## config.mk

```make
export PLATFORM = sky130hd
export DESIGN_NAME = id_hazard_scoreboard
export DESIGN_NICKNAME = d
export VERILOG_FILES = /design/src/rtl/id_hazard_scoreboard.sv
export SDC_FILE = /design/constraint.sdc
export NUM_CORES = 1
export LEC_CHECK = 0
export BUFFER_PORTS_ARGS = -buffer_cell sky130_fd_sc_hd__buf_2
export CORE_ASPECT_RATIO = 1.1
export CORE_UTILIZATION = 35
export DETAILED_ROUTE_END_ITERATION = 12
export GPL_ROUTABILITY_DRIVEN = 0
export MAX_ROUTING_LAYER = met4
export SLEW_MARGIN = 15
export SYNTH_ARGS = -nofsm -noshare
export SYNTH_HDL_FRONTEND = slang
export SYNTH_SLANG_ARGS = --single-unit
```

## constraint.sdc

```tcl
create_clock -name clk -period 2.8 [get_ports clk]
set_clock_uncertainty 0.1 [all_clocks]
set_input_delay 0.56 -clock clk [delete_from_list [all_inputs] [get_ports clk]]
set_output_delay 0.56 -clock clk [all_outputs]
set_load 0.01 [all_outputs]
```

## src/rtl/id_hazard_scoreboard.sv

```systemverilog
// RAW hazard scoreboard for the ID stage: tracks EX/MEM/WB destination tags and
// produces the ID stall, per-port forwarding selects and a saturating stall counter.
module id_hazard_scoreboard #(
    parameter int FWD_EN = 1,
    parameter int CNT_W  = 32
) (
    input  logic             clk,
    input  logic             reset,
    input  logic             id_valid,
    input  logic [4:0]       id_rj,
    input  logic             id_rj_re,
    input  logic [4:0]       id_rkd,
    input  logic             id_rkd_re,
    input  logic [4:0]       id_dest,
    input  logic             id_we,
    input  logic             id_is_load,
    input  logic             id_go,
    input  logic             ex_go,
    input  logic             mem_go,
    input  logic             wb_go,
    output logic             stall,
    output logic [1:0]       fwd_sel1,
    output logic [1:0]       fwd_sel2,
    output logic [CNT_W-1:0] stall_cnt
);

    logic       ex_v, ex_we, ex_ld;
    logic [4:0] ex_dest;
    logic       mem_v, mem_we, mem_ld;
    logic [4:0] mem_dest;
    logic       wb_v, wb_we, wb_ld;
    logic [4:0] wb_dest;

    // A load into a slot takes precedence over its own advance, so the slots shift.
    always_ff @(posedge clk) begin
        if (reset) begin
            ex_v     <= 1'b0;
            ex_we    <= 1'b0;
            ex_ld    <= 1'b0;
            ex_dest  <= 5'd0;
            mem_v    <= 1'b0;
            mem_we   <= 1'b0;
            mem_ld   <= 1'b0;
            mem_dest <= 5'd0;
            wb_v     <= 1'b0;
            wb_we    <= 1'b0;
            wb_ld    <= 1'b0;
            wb_dest  <= 5'd0;
        end else begin
            if (id_go) begin
                ex_v    <= 1'b1;
                ex_we   <= id_we;
                ex_ld   <= id_is_load;
                ex_dest <= id_dest;
            end else if (ex_go) begin
                ex_v <= 1'b0;
            end
            if (ex_go) begin
                mem_v    <= ex_v;
                mem_we   <= ex_we;
                mem_ld   <= ex_ld;
                mem_dest <= ex_dest;
            end else if (mem_go) begin
                mem_v <= 1'b0;
            end
            if (mem_go) begin
                wb_v    <= mem_v;
                wb_we   <= mem_we;
                wb_ld   <= mem_ld;
                wb_dest <= mem_dest;
            end else if (wb_go) begin
                wb_v <= 1'b0;
            end
        end
    end

    logic ex_prod, mem_prod, wb_prod;
    logic m1_ex, m1_mem, m1_wb, m2_ex, m2_mem, m2_wb;
    logic [1:0] sel1_raw, sel2_raw;
    logic load_use, any_match;

    assign ex_prod  = ex_v  & ex_we  & (ex_dest  != 5'd0);
    assign mem_prod = mem_v & mem_we & (mem_dest != 5'd0);
    assign wb_prod  = wb_v  & wb_we  & (wb_dest  != 5'd0);

    assign m1_ex  = id_rj_re  & ex_prod  & (ex_dest  == id_rj);
    assign m1_mem = id_rj_re  & mem_prod & (mem_dest == id_rj);
    assign m1_wb  = id_rj_re  & wb_prod  & (wb_dest  == id_rj);
    assign m2_ex  = id_rkd_re & ex_prod  & (ex_dest  == id_rkd);
    assign m2_mem = id_rkd_re & mem_prod & (mem_dest == id_rkd);
    assign m2_wb  = id_rkd_re & wb_prod  & (wb_dest  == id_rkd);

    // Youngest match wins; a load only blocks when it is still the EX-slot producer.
    always_comb begin
        sel1_raw = 2'd0;
        if (m1_ex)       sel1_raw = 2'd1;
        else if (m1_mem) sel1_raw = 2'd2;
        else if (m1_wb)  sel1_raw = 2'd3;
        sel2_raw = 2'd0;
        if (m2_ex)       sel2_raw = 2'd1;
        else if (m2_mem) sel2_raw = 2'd2;
        else if (m2_wb)  sel2_raw = 2'd3;
        load_use  = (m1_ex | m2_ex) & ex_ld;
        any_match = m1_ex | m1_mem | m1_wb | m2_ex | m2_mem | m2_wb;
        if (FWD_EN != 0) begin
            stall    = id_valid & load_use;
            fwd_sel1 = sel1_raw;
            fwd_sel2 = sel2_raw;
        end else begin
            stall    = id_valid & any_match;
            fwd_sel1 = 2'd0;
            fwd_sel2 = 2'd0;
        end
    end

    always_ff @(posedge clk) begin
        if (reset) begin
            stall_cnt <= '0;
        end else if (stall && !(&stall_cnt)) begin
            stall_cnt <= stall_cnt + 1'b1;
        end
    end

endmodule

```

* Word level (Yosys, flattened, before mapping)
Index checks and enable logic that the tools add are counted.
Widths: inputs -> output; s select.
** Cells by class
- Muxes and demuxes :: 12
- Bitwise operators :: 21
- Reductions and logical operators :: 9
- Add/subtract/negate cells :: 1
- Equality and inequality tests :: 6
** Operators with widths (number)
- $add 32x1->32 const B :: 1
- $reduce_and 32->1 :: 1
- $eq 5x5->1 :: 6
- $and 1x1->1 :: 20
- $reduce_bool 5->1 :: 3
- $mux 2 :: 6
- $mux 1 :: 6
- $reduce_bool 2->1 :: 3
- $logic_and 1x1->1 :: 1
- $logic_not 1->1 :: 1
- $or 1x1->1 :: 1
** Word-level totals
- Output and inout bits :: 37
- Flip-flop bits (word level) :: 54
- Word-level logic and storage cells :: 60
- Input port bits :: 26

* Depth between registers and ports, before layout
Gate-level depths: netlist of run 1.
- Word-level depth :: 8
- Mapped depth :: 8
- Gate-level depth less buffers :: 7

* Worst setup path after synthesis of run 1
No wires, ideal clock.
- Path type :: reg2out
- Start point :: register ex_dest[2]
- End point :: output stall
- Data arrival time :: 1.658 ns
- Stages on the path, launching flop included :: 8
- Path slack :: 0.482 ns
- Path buffers :: 2
- Data required time :: 2.140 ns
- Cell sequence :: dfxtp_1 > or3_1 > o311a_1 > and3_4 > o21ai_2 > buf_6 > buf_4 > inv_1
** Between the ends
- Word-level cells in the longest chain between the ends :: 7
- Elaborated cells between the ends (all ways) :: 11
- Classes of those cells :: eq/ne (2); bitwise (8); reduce/logical (1)
** RTL lines
- start, declared :: RTL line 28 : logic [4:0] ex_dest;
- start signal, assigned :: RTL line 54 : ex_dest <= id_dest;
- $reduce_bool 5->1 :: RTL line 82 : assign ex_prod = ex_v & ex_we & (ex_dest != 5'd0);
- $and 1x1->1 :: RTL line 82
- $and 1x1->1 (on tied branches) (2 in series) :: RTL line 86, 89
- $or 1x1->1 (*) :: RTL line 103 : load_use = (m1_ex | m2_ex) & ex_ld;
- $and 1x1->1 (*) :: RTL line 103
- $and 1x1->1 (*) :: RTL line 106 : stall = id_valid & load_use;
- end, declared :: RTL line 21 : output logic stall,
Mark *: on every way between the ends. The rest lies on a longest branch, timed or not.

* Final worst setup path of run 1
- Start point :: register mem_dest[3]
- End point :: output fwd_sel2[1]
** Between the ends
- Word-level cells in the longest chain between the ends :: 6
- Elaborated cells between the ends (all ways) :: 7
- Classes of those cells :: eq/ne (1); mux (2); bitwise (3); reduce/logical (1)
** RTL lines
- start, declared :: RTL line 30 : logic [4:0] mem_dest;
- start signal, assigned :: RTL line 62 : mem_dest <= ex_dest;
- $reduce_bool 5->1 :: RTL line 83 : assign mem_prod = mem_v & mem_we & (mem_dest != 5'd0);
- $and 1x1->1 :: RTL line 83
- $and 1x1->1 :: RTL line 90 : assign m2_mem = id_rkd_re & mem_prod & (mem_dest == id_rkd);
- $and 1x1->1 (*) :: RTL line 90
- $mux 2 (*) :: RTL line 101 : else if (m2_mem) sel2_raw = 2'd2;
- $mux 2 (*) :: RTL line 100 : if (m2_ex) sel2_raw = 2'd1;
- end, declared :: RTL line 23 : output logic [1:0] fwd_sel2,
Marks and branches as above.

==> results of run 1 <==
[final cells by class]
type / instances / area [um2]
Fill cell: 827 / 4480
Multi-Input combinational cell: 265 / 1750
Sequential cell: 54 / 1080
Timing Repair Buffer: 74 / 413
Tap cell: 108 / 135
Clock buffer: 5 / 68.8
Clock inverter: 3 / 43.8
Inverter: 8 / 30.0
[sequential cells by signal, indices dropped and copies added (netlist names)]
register and count:
ex_dest 5, ex_ld 1, ex_v 1, ex_we 1, mem_dest 5, mem_v 1, mem_we 1, stall_cnt 32
wb_dest 5, wb_v 1, wb_we 1
[layer usage]
metal  share of wire [%]  GRT usage (%)  vias up  routed length [um]
li1                    -              -     1387                   -
met1                  46           22.6     1273                3460
met2                  48           29.4       64                3600
met3                 4.2           2.79        8                 310
met4                0.97           5.86        0                  72
met5                   0              -        -                   0
[power by group]
group | total (mW) | leakage [nW] | switching [mW] | internal, mW
sequential | 0.798 | 0.437 | 0.0178 | 0.780
clock | 0.536 | 0.0585 | 0.268 | 0.269
combinational | 0.110 | 0.963 | 0.0602 | 0.0498
[repair_timing]
| action | CTS | global route |
|---|---|---|
| buffers inserted | 0 | 6 |
| hold buffers | 0 | 0 |
| endpoints found under the setup margin | 1 | 1 |
| resized for setup | 1 | 0 |
[worst paths after layout]
kind,from,endpoint,cells past startpoint
setup / recovery,mem_dest[3],fwd_sel2[1],5
hold / removal,id_dest[4],ex_dest[4],3
setup reg to reg,stall_cnt[0],stall_cnt[22],6
hold reg to reg,stall_cnt[21],stall_cnt[21],2
[per-stage QoR]
step / std cells / util [%] / power [mW]
5_1_grt: 517 / 44.0 / 1.51
4_1_cts: 511 / 43.4 / 1.46
2_1_floorplan: 342 / - / 0.880
6_report: 517 / 44.0 / 1.44
3_3_place_gp: 503 / 41.9 / 0.922
3_5_place_dp: 503 / 41.9 / 0.925
[worst max-delay path: cells and delay by family, from the launching register on]
kind                   cells  cell delay (ns)
AND/OR/NAND/NOR            2             0.72
AO/OA/AOI/OAI              2             0.44
flip-flops                 1             0.39
buffers and inverters      1             0.13
[cell families (layout without fill, tap and decap cells)]
kind of cell / Yosys count / count (layout) / synth area share (%)
fa+ha+maj: 1 / 1 / 0.428
buf+inv: 23 / 90 / 3.43
xor+xnor: 30 / 30 / 8.99
mux: 29 / 29 / 10.3
compound gates: 57 / 57 / 12.3
flops: 54 / 54 / 37.0
simple gates: 148 / 148 / 27.5
[layout by cell type (no fill, tap or decap), types with 10 or more instances in the layout]
master / count
nor4_1: 10
buf_4: 11
xor2_1: 24
dfxtp_1: 54
nand2_1: 15
or3_1: 11
nor2_1: 40
buf_2: 62
a21oi_1: 22
mux2i_1: 20
nand4_1: 13
o21ai_0: 12
or4_1: 14
nand3_1: 14
o31ai_1: 12
==> results_dict.tcl, run 1 <==
set metrics [dict create \
    outcome "complete, no violations" \
    worst_ep_required_time_ns 2.14 \
    drc 0 \
    grt_pass1_wl_um 12200 \
    port_buffers 62 \
    postSynthCellCount 342 \
    grt_pass1_vias 2628 \
    grt_usage_pct 18.1 \
    cap_viol_max_count 0 \
    worstSetupPathType "reg -> out" \
    leakagePower_nw 1.46 \
    wire_per_inst_um 14.4 \
    synth_area_leaders "dfxtp_1, xor2_1, mux2i_1, nor2_1, a21oi_1" \
    numCtsBuffers 5 \
    r2r_slack_ns 0.26 \
    grt_overflow 0 \
    syn_avg_cell_area_um2 8.54 \
    critPathArrivalTime_ns 1.97 \
    synth_nets 369 \
    synth_top_area_share_pct 37.0 \
    synth_area_mm2 0.00292 \
    synth-edff-count 0 \
    dr.pass1.iters 4 \
    layout-drive-gt1-share_pct 23.5 \
    hold_viol 0 \
    setup_slack_ns 0.169 \
    clk_pin_slew_ns 0.10 \
    yosys.area.top_type "dfxtp_1" \
    nets 435 \
    hold_class "in -> reg" \
    fmax_ghz 0.380 \
    final-max-slew-violation-count 0 \
    post-dp-hpwl_um 5540 \
    peakVddDrop_v 0.000274 \
    core_area_mm2 0.00800 \
    n_antenna_cell 0 \
    die_w_um 89.1 \
    yosys_most_used_dff "dfxtp_1" \
    rows 34 \
    cp_max_fo 5 \
    max_slew_margin_pct 50.8 \
    antenna_found_initial 0 \
    ys_seq_area_share_pct 37.0 \
    worstSkewPairLatency_ns 0.31 \
    area_growth_pct 20.5 \
    final_antenna_net_count 0 \
    place_ws_ns 0.105 \
    max_stage_delay_ns 0.56 \
    rsz0062_at_grt "no" \
    initialDrtViolationCount 96 \
    holdWs_ns 0.390 \
    ys_ff_latch 54 \
    period_share_pct 94.0 \
    worst_pin_slew_ns 0.736 \
    ys_top_cells_by_count "dfxtp_1, nor2_1, xor2_1" \
    dpl-instance-area_mm2 0.00335 \
    htreeDepth 2 \
    fp.dieH_um 97.8 \
    p_per_area_mw_per_mm2 410 \
    numClockSinks 54 \
    crit_chain "or4_1 -> o211ai_1 -> o21ai_0 -> and2_1 -> buf_2" \
    synthArstFlopShare_pct 0 \
    startpoint_type "register" \
    yosysUniqueCellTypes 41 \
    io_pins 63 \
    grt_max_degree 27 \
    drt-total-wl_um 7450 \
    post-synth-top-count-cell "dfxtp_1" \
    setup_tns_ns 0 \
    cts_root_buffer "clkbuf_8" \
    num_vias 2732 \
    period_minus_slack_ns 2.63 \
    final_cell_area_mm2 0.00352 \
    setup_viol 0 \
    yosys_warnings 0 \
    worst_setup_path_end_kind "output pin" \
    cts_tree "done" \
    vias_per_cell 5.28 \
    start_util_pct 36.5 \
    die-area_mm2 0.00872 \
    cts.path.max_buffers 2 \
    cp_slowest_cell "or4_1" \
]
Note: power is estimated with default switching activity, not from simulation.
==> inputs of run 2 (changes only) <==
--- a/config.mk
+++ b/config.mk
@@ -6,11 +6,14 @@
 export NUM_CORES = 1
 export LEC_CHECK = 0
 export BUFFER_PORTS_ARGS = -buffer_cell sky130_fd_sc_hd__buf_2
+export CELL_PAD_IN_SITES_DETAIL_PLACEMENT = 1
+export CELL_PAD_IN_SITES_GLOBAL_PLACEMENT = 1
 export CORE_ASPECT_RATIO = 1.1
 export CORE_UTILIZATION = 35
 export DETAILED_ROUTE_END_ITERATION = 12
 export GPL_ROUTABILITY_DRIVEN = 0
 export MAX_ROUTING_LAYER = met4
+export PLACE_DENSITY_LB_ADDON = 0.1
 export SLEW_MARGIN = 15
 export SYNTH_ARGS = -nofsm -noshare
 export SYNTH_HDL_FRONTEND = slang
==> results_dict.tcl, run 2 (synthesis gave the netlist of run 1 again) <==
set metrics [dict create \
    rsz0062_at_grt "no" \
    fmax_ghz 0.373 \
    grt_pass1_vias 2754 \
    worstSkewPairLatency_ns 0.31 \
    num_vias 2776 \
    r2r_slack_ns 0.30 \
    initialDrtViolationCount 86 \
    worst_ep_required_time_ns 2.14 \
    area_growth_pct 20.8 \
    cts_tree "done" \
    cts.path.max_buffers 2 \
    worst_pin_slew_ns 0.596 \
    dpl-instance-area_mm2 0.00338 \
    die-area_mm2 0.00872 \
    nets 436 \
    numCtsBuffers 5 \
    place_ws_ns 0.0978 \
    port_buffers 62 \
    cp_max_fo 7 \
    post-dp-hpwl_um 6310 \
    setup_slack_ns 0.116 \
    worstSetupPathType "reg -> out" \
    holdBufCountCts 0 \
    grt_pass1_wl_um 13700 \
    core_area_mm2 0.00800 \
    final_cell_count_no_fill 518 \
    numClockSinks 54 \
    final_antenna_net_count 0 \
    p_total_mw 1.38 \
    start_util_pct 36.5 \
    crit_end "stall" \
    grt_overflow 0 \
    max_stage_delay_ns 0.38 \
    crit_family "simple AND/OR/NAND/NOR gates" \
    leakagePower_nw 1.47 \
    outcome "complete, no violations" \
    setup_tns_ns 0 \
    crit_buf_inv 3 \
    mostFrequentLayoutCells "buf_2, dfxtp_1, nor2_1, xor2_1, a21oi_1" \
    rows 34 \
    period_minus_slack_ns 2.68 \
    max_slew_margin_pct 60.0 \
    io_pins 63 \
    path_depth 7 \
    layout-drive-gt1-share_pct 24.1 \
    die_w_um 89.1 \
    holdWs_ns 0.373 \
    fp.dieH_um 97.8 \
    critPathLaunch "ex_dest[3]" \
    cp_slowest_cell "dfxtp_2" \
    cts_root_buffer "clkbuf_8" \
    htreeDepth 2 \
    placed_cells 507 \
    hold_class "in -> reg" \
    layout_commonest_cell "buf_2" \
    drc 0 \
    antenna_found_initial 0 \
    reg2reg_to "stall_cnt[30]" \
    period_share_pct 95.9 \
    worst_setup_path_end_kind "output pin" \
    reg2reg_from "ex_dest[0]" \
    grt_max_degree 30 \
    final-max-slew-violation-count 0 \
    n_antenna_cell 0 \
    crit_chain "or3_1 -> o311a_1 -> and3_4 -> o21ai_2 -> buf_12 -> inv_1 -> buf_2" \
    hold_viol 0 \
    p_per_area_mw_per_mm2 392 \
    wire_per_inst_um 16.5 \
    regMostFlops "stall_cnt" \
    reg2reg_depth 9 \
    final_cell_area_mm2 0.00353 \
    cap_viol_max_count 0 \
    drt-total-wl_um 8540 \
    dr.pass1.iters 6 \
    critPathArrivalTime_ns 2.02 \
    startpoint_type "register" \
    vias_per_cell 5.36 \
    peakVddDrop_v 0.000212 \
    grt_usage_pct 20.8 \
    final_util_pct 44.1 \
    setup_viol 0 \
    largest_register_ffs 32 \
    clk_pin_slew_ns 0.11 \
]
[run 2: changes by cell type in the layout (fill, tap and decap cells not counted)]
cell	previous run	this run
bufbuf_16	0	1
bufinv_16	1	0
clkinv_2	1	0
clkinv_4	0	1
clkinvlp_4	0	1
dfxtp_1	54	52
dfxtp_2	0	2
o21ai_2	0	1
o21ai_4	1	0
[run 2: tightest hold or removal path: stages]
cell     delay (ns)
buf_2          0.08
mux2i_1        0.06
nor2_1         0.07
[run 2: how the worst min path moves through the flow]
stage / start / endpoint / slack (ns) / depth (start not counted)
after CTS: id_is_load / ex_ld / 0.36 / 3
after detailed placement: ex_ld / ex_ld / 0.40 / 2
after global placement: ex_ld / ex_ld / 0.38 / 2
after floorplan: wb_we / wb_we / 0.36 / 2
final: id_dest[4] / ex_dest[4] / 0.37 / 3
after global routing: id_dest[4] / ex_dest[4] / 0.37 / 3
[run 2: per-layer routing]
| metal | wire (um) | GRT usage (%) | vias to the layer above |
|---|---|---|---|
| met4 | 106 | 4.88 | 0 |
| met3 | 230 | 2.96 | 9 |
| met5 | 0 | - | - |
| li1 | - | - | 1389 |
| met1 | 3880 | 24.2 | 1330 |
| met2 | 4320 | 37.0 | 48 |
[run 2: where the power goes]
group          total, mW  switching (mW)  internal, mW
Combinational      0.117          0.0646        0.0524
Clock              0.470           0.288         0.182
Sequential         0.796          0.0156         0.780
Total               1.38           0.368          1.01
[run 2: final cells by class]
cell class,count,area [um2]
Fill cell,1032,4470
Multi-Input combinational cell,265,1740
Sequential cell,54,1080
Timing Repair Buffer,75,445
Tap cell,108,135
Clock buffer,5,68.8
Inverter,8,30.0
Clock inverter,3,25.0
[run 2: timing repair]
item,in CTS,in global routing
setup buffers,0,2
setup endpoints to repair,1,3
pin swaps,0,1
resized for setup,1,1
cloned,1,0
==> inputs of run 3 (changes only) <==
--- a/config.mk
+++ b/config.mk
@@ -9,6 +9,7 @@
 export CELL_PAD_IN_SITES_DETAIL_PLACEMENT = 1
 export CELL_PAD_IN_SITES_GLOBAL_PLACEMENT = 1
 export CORE_ASPECT_RATIO = 1.1
+export CORE_MARGIN = 2
 export CORE_UTILIZATION = 35
 export DETAILED_ROUTE_END_ITERATION = 12
 export GPL_ROUTABILITY_DRIVEN = 0
==> results_dict.tcl, run 3 (synthesis gave the netlist of run 1 again) <==
set metrics [dict create \
    crit_chain "or3_1 -> o311a_1 -> and3_4 -> o21ai_2 -> buf_12 -> inv_1 -> buf_2" \
    nets 434 \
    clk_pin_slew_ns 0.11 \
    area_growth_pct 20.3 \
    grt_pass1_wl_um 14300 \
    n_antenna_cell 0 \
    post-dp-hpwl_um 6290 \
    final_cell_area_mm2 0.00352 \
    vias_per_cell 5.41 \
    grt_usage_pct 19.8 \
    leakagePower_nw 1.47 \
    setup_slack_ns 0.122 \
    worstSkewPairLatency_ns 0.31 \
    numCtsBuffers 5 \
    cts_root_buffer "clkbuf_8" \
    setup_tns_ns 0 \
    peakVddDrop_v 0.000239 \
    rsz0062_at_grt "no" \
    wl_met1_um 3860 \
    dr.pass1.iters 4 \
    grt_max_degree 30 \
    num_vias 2791 \
    critPathArrivalTime_ns 2.02 \
    fmax_ghz 0.373 \
    cts_tree "done" \
    initialDrtViolationCount 62 \
    rows 34 \
    dpl-instance-area_mm2 0.00338 \
    worst_setup_path_end_kind "output pin" \
    hold_class "in -> reg" \
    period_share_pct 95.6 \
    highest_layer "met4" \
    wire_per_inst_um 16.5 \
    hold_viol 0 \
    cp_slowest_cell "dfxtp_2" \
    regMostFlops "stall_cnt" \
    cts.path.max_buffers 2 \
    p_per_area_mw_per_mm2 395 \
    layout-drive-gt1-share_pct 24.0 \
    crit_family "simple AND/OR/NAND/NOR gates" \
    largest_register_ffs 32 \
    max_slew_margin_pct 61.5 \
    antenna_found_initial 0 \
    start_util_pct 36.5 \
    die_w_um 91.1 \
    mostFrequentLayoutCells "buf_2, dfxtp_1, nor2_1, xor2_1, a21oi_1" \
    final-max-slew-violation-count 0 \
    htreeDepth 2 \
    layout_commonest_cell "buf_2" \
    max_stage_delay_ns 0.37 \
    period_minus_slack_ns 2.68 \
    drc 0 \
    crit_buf_inv 3 \
    final_antenna_net_count 0 \
    cp_max_fo 5 \
    holdBufCountCts 0 \
    worstSetupPathType "reg -> out" \
    numClockSinks 54 \
    grt_overflow 0 \
    die-area_mm2 0.00909 \
    place_ws_ns 0.114 \
    startpoint_type "register" \
    worst_pin_slew_ns 0.573 \
    worst_ep_required_time_ns 2.14 \
    fp.dieH_um 99.8 \
    met3_length_um 233 \
    io_pins 63 \
    core_area_mm2 0.00800 \
    grt_pass1_vias 2816 \
    setup_viol 0 \
    port_buffers 62 \
    outcome "complete, no violations" \
    cap_viol_max_count 0 \
    drt-total-wl_um 8530 \
    routed-wl-met2_um 4360 \
]
==> run 3: area by class of cell <==
cell class,instances,area (um2)
sequential,54,1080
multi-input combinational,265,1740
timing repair buffer,73,430
tap,108,135
fill,1007,4480
clock inverter,3,26.3
clock buffer,5,68.8
inverter,8,30.0
==> run 3: final timing paths <==
check / start / to / depth (start not counted) / slack [ns]
setup / recovery: ex_dest[2] / stall / 7 / 0.12
hold / removal: id_dest[3] / ex_dest[3] / 3 / 0.38
setup reg to reg: ex_dest[1] / stall_cnt[30] / 8 / 0.23
hold reg to reg: stall_cnt[21] / stall_cnt[21] / 2 / 0.41
==> run 3: what timing repair did <==
| item | CTS | global route |
|---|---|---|
| cloned | 1 | 0 |
| pin swaps | 0 | 1 |
| setup endpoints to repair | 1 | 2 |
| endpoints found under the hold margin | 0 | 0 |
| setup buffers | 0 | 1 |
| gates resized for setup | 2 | 1 |
==> run 3: routing by layer <==
| metal | vias to the layer above | GRT usage, % |
|---|---|---|
| met4 | 0 | 4.43 |
| li1 | 1385 | - |
| met2 | 45 | 35.6 |
| met3 | 6 | 3.00 |
| met1 | 1355 | 23.6 |
| met5 | - | - |
==> run 3: per-stage QoR <==
step           cells  hold WS, ns  power [mW]  util (%)
6_report         516        0.376        1.39      44.0
5_1_grt          516        0.383        1.45      44.0
4_1_cts          515        0.373        1.40      43.9
3_5_place_dp     506        0.401       0.928      42.2
3_3_place_gp     506        0.382       0.924      42.2
2_1_floorplan    342        0.361       0.880         -
==> run 3: worst reg2reg max path: cells and delay by family (launching register included) <==
kind,cells,cell delay [ns]
AOI/OAI and AO/OA,1,0.10
muxes,1,0.38
DFF,1,0.48
and+or+nand+nor,3,0.97
xor gates and xnor gates,1,0.12
buffers and inverters,2,0.32
==> run 3: power by group <==
group / switching, mW / internal [mW] / leakage, nW
clock network: 0.294 / 0.185 / 0.0491
logic: 0.0617 / 0.0504 / 0.978
registers: 0.0175 / 0.780 / 0.438
total: 0.374 / 1.02 / 1.47
